### src/rtl/flop_mux_primitives_pkg.sv
// flop_mux_primitives_pkg: shared datapath width, reset constant and mux select encodings.
package flop_mux_primitives_pkg;
    localparam int WORD_WIDTH = 16;
    localparam logic [WORD_WIDTH-1:0] ZERO_WORD = '0;
    // Datapath-level meanings of the mux selects; the primitives themselves stay generic.
    typedef enum logic [1:0] {
        PC_SEL_INC,
        PC_SEL_BRANCH,
        PC_SEL_JUMP,
        PC_SEL_ALU
    } pc_sel_e;
    typedef enum logic [1:0] {
        ALU_A_REG,
        ALU_A_PC,
        ALU_A_ZERO,
        ALU_A_MEM
    } alu_a_sel_e;
    typedef enum logic [1:0] {
        ALU_B_REG,
        ALU_B_IMM,
        ALU_B_TWO,
        ALU_B_MEM
    } alu_b_sel_e;
    typedef enum logic [1:0] {
        ADDR_SEL_PC,
        ADDR_SEL_ALU,
        ADDR_SEL_SP,
        ADDR_SEL_REG
    } addr_sel_e;
    typedef enum logic [2:0] {
        WD_SEL_ALU,
        WD_SEL_MEM,
        WD_SEL_PC,
        WD_SEL_IMM,
        WD_SEL_STATUS,
        WD_SEL_SHIFT,
        WD_SEL_ZERO,
        WD_SEL_IO
    } wd_sel_e;
endpackage

### src/rtl/flop_mux_primitives_if.sv
// flop_mux_primitives_if: register and mux data/select/result bundle.
interface flop_mux_primitives_if #(parameter int WIDTH = 16);
    logic             enable;
    logic [WIDTH-1:0] d;
    logic [WIDTH-1:0] q;
    logic [WIDTH-1:0] m4_d0, m4_d1, m4_d2, m4_d3;
    logic [1:0]       m4_sel;
    logic [WIDTH-1:0] m4_y;
    logic [WIDTH-1:0] m8_d0, m8_d1, m8_d2, m8_d3, m8_d4, m8_d5, m8_d6, m8_d7;
    logic [2:0]       m8_sel;
    logic [WIDTH-1:0] m8_y;
    modport master (
        output enable, d, m4_d0, m4_d1, m4_d2, m4_d3, m4_sel,
               m8_d0, m8_d1, m8_d2, m8_d3, m8_d4, m8_d5, m8_d6, m8_d7, m8_sel,
        input  q, m4_y, m8_y
    );
    modport slave (
        input  enable, d, m4_d0, m4_d1, m4_d2, m4_d3, m4_sel,
               m8_d0, m8_d1, m8_d2, m8_d3, m8_d4, m8_d5, m8_d6, m8_d7, m8_sel,
        output q, m4_y, m8_y
    );
endinterface

### src/rtl/flop_enable_reset.sv
// flop_enable_reset: enabled register with asynchronous active-low reset.
module flop_enable_reset #(
    parameter int               WIDTH       = 16,
    parameter logic [WIDTH-1:0] RESET_VALUE = '0
) (
    input  logic             clock,
    input  logic             reset,
    input  logic             enable,
    input  logic [WIDTH-1:0] d,
    output logic [WIDTH-1:0] q
);
    always_ff @(posedge clock or negedge reset)
        if (!reset) q <= RESET_VALUE;
        else if (enable) q <= d;
endmodule

### src/rtl/mux4.sv
// mux4: 4:1 combinational multiplexer.
module mux4 #(parameter int WIDTH = 16) (
    input  logic [WIDTH-1:0] d0,
    input  logic [WIDTH-1:0] d1,
    input  logic [WIDTH-1:0] d2,
    input  logic [WIDTH-1:0] d3,
    input  logic [1:0]       sel,
    output logic [WIDTH-1:0] y
);
    always_comb y = sel[1] ? (sel[0] ? d3 : d2) : (sel[0] ? d1 : d0);
endmodule

### src/rtl/mux8.sv
// mux8: 8:1 multiplexer built from two mux4 halves and a final 2:1 on sel[2].
module mux8 #(parameter int WIDTH = 16) (
    input  logic [WIDTH-1:0] d0,
    input  logic [WIDTH-1:0] d1,
    input  logic [WIDTH-1:0] d2,
    input  logic [WIDTH-1:0] d3,
    input  logic [WIDTH-1:0] d4,
    input  logic [WIDTH-1:0] d5,
    input  logic [WIDTH-1:0] d6,
    input  logic [WIDTH-1:0] d7,
    input  logic [2:0]       sel,
    output logic [WIDTH-1:0] y
);
    logic [WIDTH-1:0] lo, hi;
    mux4 #(.WIDTH(WIDTH)) u_lo (.d0(d0), .d1(d1), .d2(d2), .d3(d3), .sel(sel[1:0]), .y(lo));
    mux4 #(.WIDTH(WIDTH)) u_hi (.d0(d4), .d1(d5), .d2(d6), .d3(d7), .sel(sel[1:0]), .y(hi));
    always_comb y = sel[2] ? hi : lo;
endmodule

### src/rtl/flop_mux_primitives.sv
// flop_mux_primitives: thin top placing one register, one mux4 and one mux8 side by side.
module flop_mux_primitives
    import flop_mux_primitives_pkg::*;
#(
    parameter int               WIDTH       = WORD_WIDTH,
    parameter logic [WIDTH-1:0] RESET_VALUE = ZERO_WORD
) (
    input logic                  clock,
    input logic                  reset,
    flop_mux_primitives_if.slave bus
);
    flop_enable_reset #(.WIDTH(WIDTH), .RESET_VALUE(RESET_VALUE)) u_flop (
        .clock  (clock),
        .reset  (reset),
        .enable (bus.enable),
        .d      (bus.d),
        .q      (bus.q)
    );
    mux4 #(.WIDTH(WIDTH)) u_mux4 (
        .d0  (bus.m4_d0),
        .d1  (bus.m4_d1),
        .d2  (bus.m4_d2),
        .d3  (bus.m4_d3),
        .sel (bus.m4_sel),
        .y   (bus.m4_y)
    );
    mux8 #(.WIDTH(WIDTH)) u_mux8 (
        .d0  (bus.m8_d0),
        .d1  (bus.m8_d1),
        .d2  (bus.m8_d2),
        .d3  (bus.m8_d3),
        .d4  (bus.m8_d4),
        .d5  (bus.m8_d5),
        .d6  (bus.m8_d6),
        .d7  (bus.m8_d7),
        .sel (bus.m8_sel),
        .y   (bus.m8_y)
    );
endmodule

### src/flat_wrapper.sv
// flat-port wrapper written by rule: the top's interface ports become plain ports
module flop_mux_primitives_flat import flop_mux_primitives_pkg::*;
#(
    parameter int               WIDTH       = WORD_WIDTH,
    parameter logic [WIDTH-1:0] RESET_VALUE = ZERO_WORD
)
  (clock, reset, bus_enable, bus_d, bus_m4_d0, bus_m4_d1, bus_m4_d2, bus_m4_d3, bus_m4_sel, bus_m8_d0, bus_m8_d1, bus_m8_d2, bus_m8_d3, bus_m8_d4, bus_m8_d5, bus_m8_d6, bus_m8_d7, bus_m8_sel, bus_q, bus_m4_y, bus_m8_y);
  flop_mux_primitives_if #(.WIDTH(WIDTH)) bus_i ();
  input logic clock;
  input logic reset;
  input wire logic [$bits(bus_i.enable)-1:0] bus_enable;
  input wire logic [$bits(bus_i.d)-1:0] bus_d;
  input wire logic [$bits(bus_i.m4_d0)-1:0] bus_m4_d0;
  input wire logic [$bits(bus_i.m4_d1)-1:0] bus_m4_d1;
  input wire logic [$bits(bus_i.m4_d2)-1:0] bus_m4_d2;
  input wire logic [$bits(bus_i.m4_d3)-1:0] bus_m4_d3;
  input wire logic [$bits(bus_i.m4_sel)-1:0] bus_m4_sel;
  input wire logic [$bits(bus_i.m8_d0)-1:0] bus_m8_d0;
  input wire logic [$bits(bus_i.m8_d1)-1:0] bus_m8_d1;
  input wire logic [$bits(bus_i.m8_d2)-1:0] bus_m8_d2;
  input wire logic [$bits(bus_i.m8_d3)-1:0] bus_m8_d3;
  input wire logic [$bits(bus_i.m8_d4)-1:0] bus_m8_d4;
  input wire logic [$bits(bus_i.m8_d5)-1:0] bus_m8_d5;
  input wire logic [$bits(bus_i.m8_d6)-1:0] bus_m8_d6;
  input wire logic [$bits(bus_i.m8_d7)-1:0] bus_m8_d7;
  input wire logic [$bits(bus_i.m8_sel)-1:0] bus_m8_sel;
  output wire logic [$bits(bus_i.q)-1:0] bus_q;
  output wire logic [$bits(bus_i.m4_y)-1:0] bus_m4_y;
  output wire logic [$bits(bus_i.m8_y)-1:0] bus_m8_y;
  assign bus_i.enable = bus_enable;
  assign bus_i.d = bus_d;
  assign bus_i.m4_d0 = bus_m4_d0;
  assign bus_i.m4_d1 = bus_m4_d1;
  assign bus_i.m4_d2 = bus_m4_d2;
  assign bus_i.m4_d3 = bus_m4_d3;
  assign bus_i.m4_sel = bus_m4_sel;
  assign bus_i.m8_d0 = bus_m8_d0;
  assign bus_i.m8_d1 = bus_m8_d1;
  assign bus_i.m8_d2 = bus_m8_d2;
  assign bus_i.m8_d3 = bus_m8_d3;
  assign bus_i.m8_d4 = bus_m8_d4;
  assign bus_i.m8_d5 = bus_m8_d5;
  assign bus_i.m8_d6 = bus_m8_d6;
  assign bus_i.m8_d7 = bus_m8_d7;
  assign bus_i.m8_sel = bus_m8_sel;
  assign bus_q = bus_i.q;
  assign bus_m4_y = bus_i.m4_y;
  assign bus_m8_y = bus_i.m8_y;
  flop_mux_primitives #(.WIDTH(WIDTH), .RESET_VALUE(RESET_VALUE)) u_core (.clock(clock), .reset(reset), .bus(bus_i));
endmodule
### config.mk
export PLATFORM = sky130hd
export DESIGN_NAME = flop_mux_primitives_flat
export DESIGN_NICKNAME = d
export VERILOG_FILES = /design/src/rtl/flop_mux_primitives_pkg.sv /design/src/rtl/flop_mux_primitives_if.sv /design/src/rtl/flop_enable_reset.sv /design/src/rtl/mux4.sv /design/src/rtl/mux8.sv /design/src/rtl/flop_mux_primitives.sv /design/src/flat_wrapper.sv
export SDC_FILE = /design/constraint.sdc
export NUM_CORES = 1
export LEC_CHECK = 0
export ABC_AREA = 1
export CORE_AREA = 5 5 100 102
export CTS_CLUSTER_SIZE = 25
export DETAILED_ROUTE_END_ITERATION = 8
export DIE_AREA = 0 0 105 107
export PLACE_DENSITY = 0.89
export SYNTH_ARGS = -nofsm -noshare
export SYNTH_HDL_FRONTEND = slang
export SYNTH_SLANG_ARGS = --single-unit
### constraint.sdc
create_clock -name clock -period 3.7 [get_ports clock]
set_clock_uncertainty 0.2 [all_clocks]
set_input_delay 0.925 -clock clock [delete_from_list [all_inputs] [get_ports clock]]
set_output_delay 0.925 -clock clock [all_outputs]
set_load 0.005 [all_outputs]
==> flow_summary_export.csv <==
group,metric,value,unit
run_status,outcome,"finished, final reports clean",
global_routing,grt_pass1_vias,4021,
yosys,yosys.area_share.adder,0,%
place,placed_cells,913,
sta,timing.final.hold_violations,0,
yosys,muxShareOfSynthArea,6.47,%
cts,cts_root_buf,"clkbuf_8",
sta,drv_slew,0,
floorplan,die_area,11200,um^2
yosys,synthTopCellsByArea,"nand2_1 28%, inv_1 18%, dfrtp_1 14%",
sta,post-route-period-util,97.3,%
critical_path,start_kind,"primary input",
sta,finalSetupViolations,0,
yosys,syn_nets,766,
cts,path_clk_slew,0.06,ns
yosys,netlist_instances,550,
sta,whs,0.311,ns
yosys,avgSynthCellArea,5.06,um^2
cts,clk_latency,0.25,ns
yosys,synthesis.area,2780,um^2
global_routing,globalRouteOverflowTotal,0,
routing,drtIter0Drc,241,
yosys,synth_ff_type,"dfrtp_1",
floorplan,die_height,107,um
place,place.port_buffers,263,
power_and_ir_drop,power,0.000975,W
floorplan,ios,264,
global_routing,grt_max_degree,38,
yosys,synth_compound_area_share,9.35,%
sta,max_slew.worst_pin.slew,0.726,ns
sta,period_needed,3.60,ns
critical_path,crit_chain,"clkdlybuf4s50_1 -> inv_2 -> buf_12 -> o21ai_0 -> o22ai_1 -> clkdlybuf4s50_1",
yosys,synth.most_common_cell,"nand2_1",
critical_path,cpMaxStageDelayCell,"clkdlybuf4s50_1",
final_layout,instances_no_fill,919,
place,place_congestion,0.948,
yosys,yosys_warnings,0,
yosys,synth_edf_count,0,
routing,via_per_inst,4.55,
global_routing,grt_antenna_before_repair,0,
power_and_ir_drop,leakagePower,3.03,nW
yosys,synth_seq_cells,16,
final_layout,layout-area-overhead-vs-synth,104,%
power_and_ir_drop,p_per_area,171,nW/um^2
final_layout,diodes,0,
critical_path,worstPathRequired,2.57,ns
critical_path,cp_common_cell,"clkdlybuf4s50_1",
floorplan,die_w,105,um
cts,cts_max_path_buffers,2,
cts,htreeDepth,1,
final_layout,nNetsFinal,1025,
floorplan,core,9020,um^2
sta,slew_headroom,51.4,%
critical_path,end_kind,"output pin",
yosys,synth_xor_area_share,0,%
yosys,synth-simple-area-share,43.9,%
critical_path,critPathArrivalTime,2.48,ns
routing,drcViolationCount,0,
routing,wirelength,12900,um
cts,clkSinkCount,16,
global_routing,grt_pass1_wl,19300,um
critical_path,cp_max_fo,8,
final_layout,final_layout_size_suffix_gt1_share,6.06,%
job,maxCapViolCount,0,
critical_path,path_class,"in -> out",
floorplan,start_util,30.9,%
yosys,synth.distinct_cells,15,
final_layout,top_register,"u_core.u_flop.q",
sta,grt_setup_unrepaired,"no",
critical_path,max_stage_delay,0.53,ns
routing,post_drt_wl_per_cell,14.0,um
final_layout,reg_top3,"u_core.u_flop.q (16)",
routing,drtPass1Iterations,5,
floorplan,rows,35,
sta,timing.fmax,278,MHz
yosys,synthArstFlopShare,100,%
power_and_ir_drop,ir_worst_vdd,0.000242,V
yosys,synth_area_leader_cell,"nand2_1",
yosys,synth_top_area_share,28.0,%
routing,vias,4185,
place,dp.final_hpwl,10900,um
critical_path,cp_top_family,"buffers and inverters",
min_path,min_path_type,"reg -> reg",
yosys,synth_seq_area_share,14.4,%
critical_path,cp.buffers_inverters,4,
final_layout,largest_register_ffs,16,
cts,cts_tree,"yes",
sta,fin_tns_setup,0,ns
routing,ant_nets,0,
yosys,synth_top_family_by_area,"simple AND/OR/NAND/NOR gates",
global_routing,grt_usage,21.0,%
cts,cts_inserted_buffers,3,
yosys,synth_common_cells,"208 x nand2_1, 131 x inv_1, 64 x nand3_1, 32 x nor2_1, 31 x o21ai_0",
-- per-stage QoR --
stage	cell area (um^2)	utilization, %	setup slack, ns
4_1_cts	5640	62.5	0.0321
6_report	5690	63.1	0.100
5_1_grt	5690	63.1	0.00377
2_1_floorplan	2780	-	1.03
3_3_place_gp	5580	61.9	-0.0111
3_5_place_dp	5580	61.9	-0.0160
-- routing by layer --
metal  share of wire (%)  wire, um  global-route usage [%]
met5                   0         0                       0
met4                 3.5       454                    7.03
met2                  52      6650                    40.2
met1                  35      4480                    21.5
met3                  10      1320                    6.50
-- power breakdown --
group / total (W) / internal [W] / switching, W
Sequential: 0.000202 / 0.000193 / 0.00000949
Combinational: 0.000615 / 0.000395 / 0.000220
Clock: 0.000157 / 0.0000945 / 0.0000628
-- placed cells by master, fill, tap and decap left out --
master | synthesis | final
dfrtp_1 | 16 | 16
nand2_1 | 208 | 208
o21ai_1 | 1 | 1
mux2_2 | 16 | 16
buf_4 | 4 | 13
o22ai_1 | 16 | 16
dlymetal6s2s_1 | 0 | 6
inv_1 | 131 | 129
buf_12 | 0 | 7
inv_2 | 2 | 4
buf_2 | 17 | 1
o21ai_0 | 31 | 31
buf_6 | 8 | 3
nand3_1 | 64 | 64
clkbuf_16 | 0 | 1
clkdlybuf4s50_1 | 0 | 255
clkbuf_8 | 0 | 4
dlygate4sd2_1 | 0 | 1
nor2_1 | 32 | 32
-- what timing repair did --
item,4_1_cts,5_1_grt
cloned,0,1
resized for setup,3,9
hold buffers,0,0
setup buffers,0,1
setup endpoints to repair,9,11
-- final timing paths --
check	cells after the start	from	slack (ns)	to
min in group asynchronous	1	reset	0.90	u_core.u_flop.q[0]
min	1	u_core.u_flop.q[13]	0.31	u_core.u_flop.q[13]
max reg2reg	1	u_core.u_flop.q[12]	2.73	u_core.u_flop.q[12]
max	6	bus_m4_sel[1]	0.1	bus_m4_y[3]
max in group asynchronous	1	reset	1.95	u_core.u_flop.q[12]
min reg2reg	1	u_core.u_flop.q[13]	0.31	u_core.u_flop.q[13]
-- cells by family (layout without fill, tap and decap cells) --
logic type	count (synthesis)	count (layout)
AOI/OAI and AO/OA	48	48
and+or+nand+nor	304	304
DFF	16	16
buffers and inverters	166	424
muxes	16	16
-- area by class of cell --
| type | instances | area (um^2) |
|---|---|---|
| Clock buffer | 4 | 55.1 |
| Fill cell | 799 | 3330 |
| Inverter | 133 | 499 |
| Multi-Input combinational cell | 368 | 1660 |
| Sequential cell | 16 | 400 |
| Tap cell | 111 | 139 |
| Timing Repair Buffer | 287 | 2940 |
Note: power is estimated with default switching activity, not from simulation.
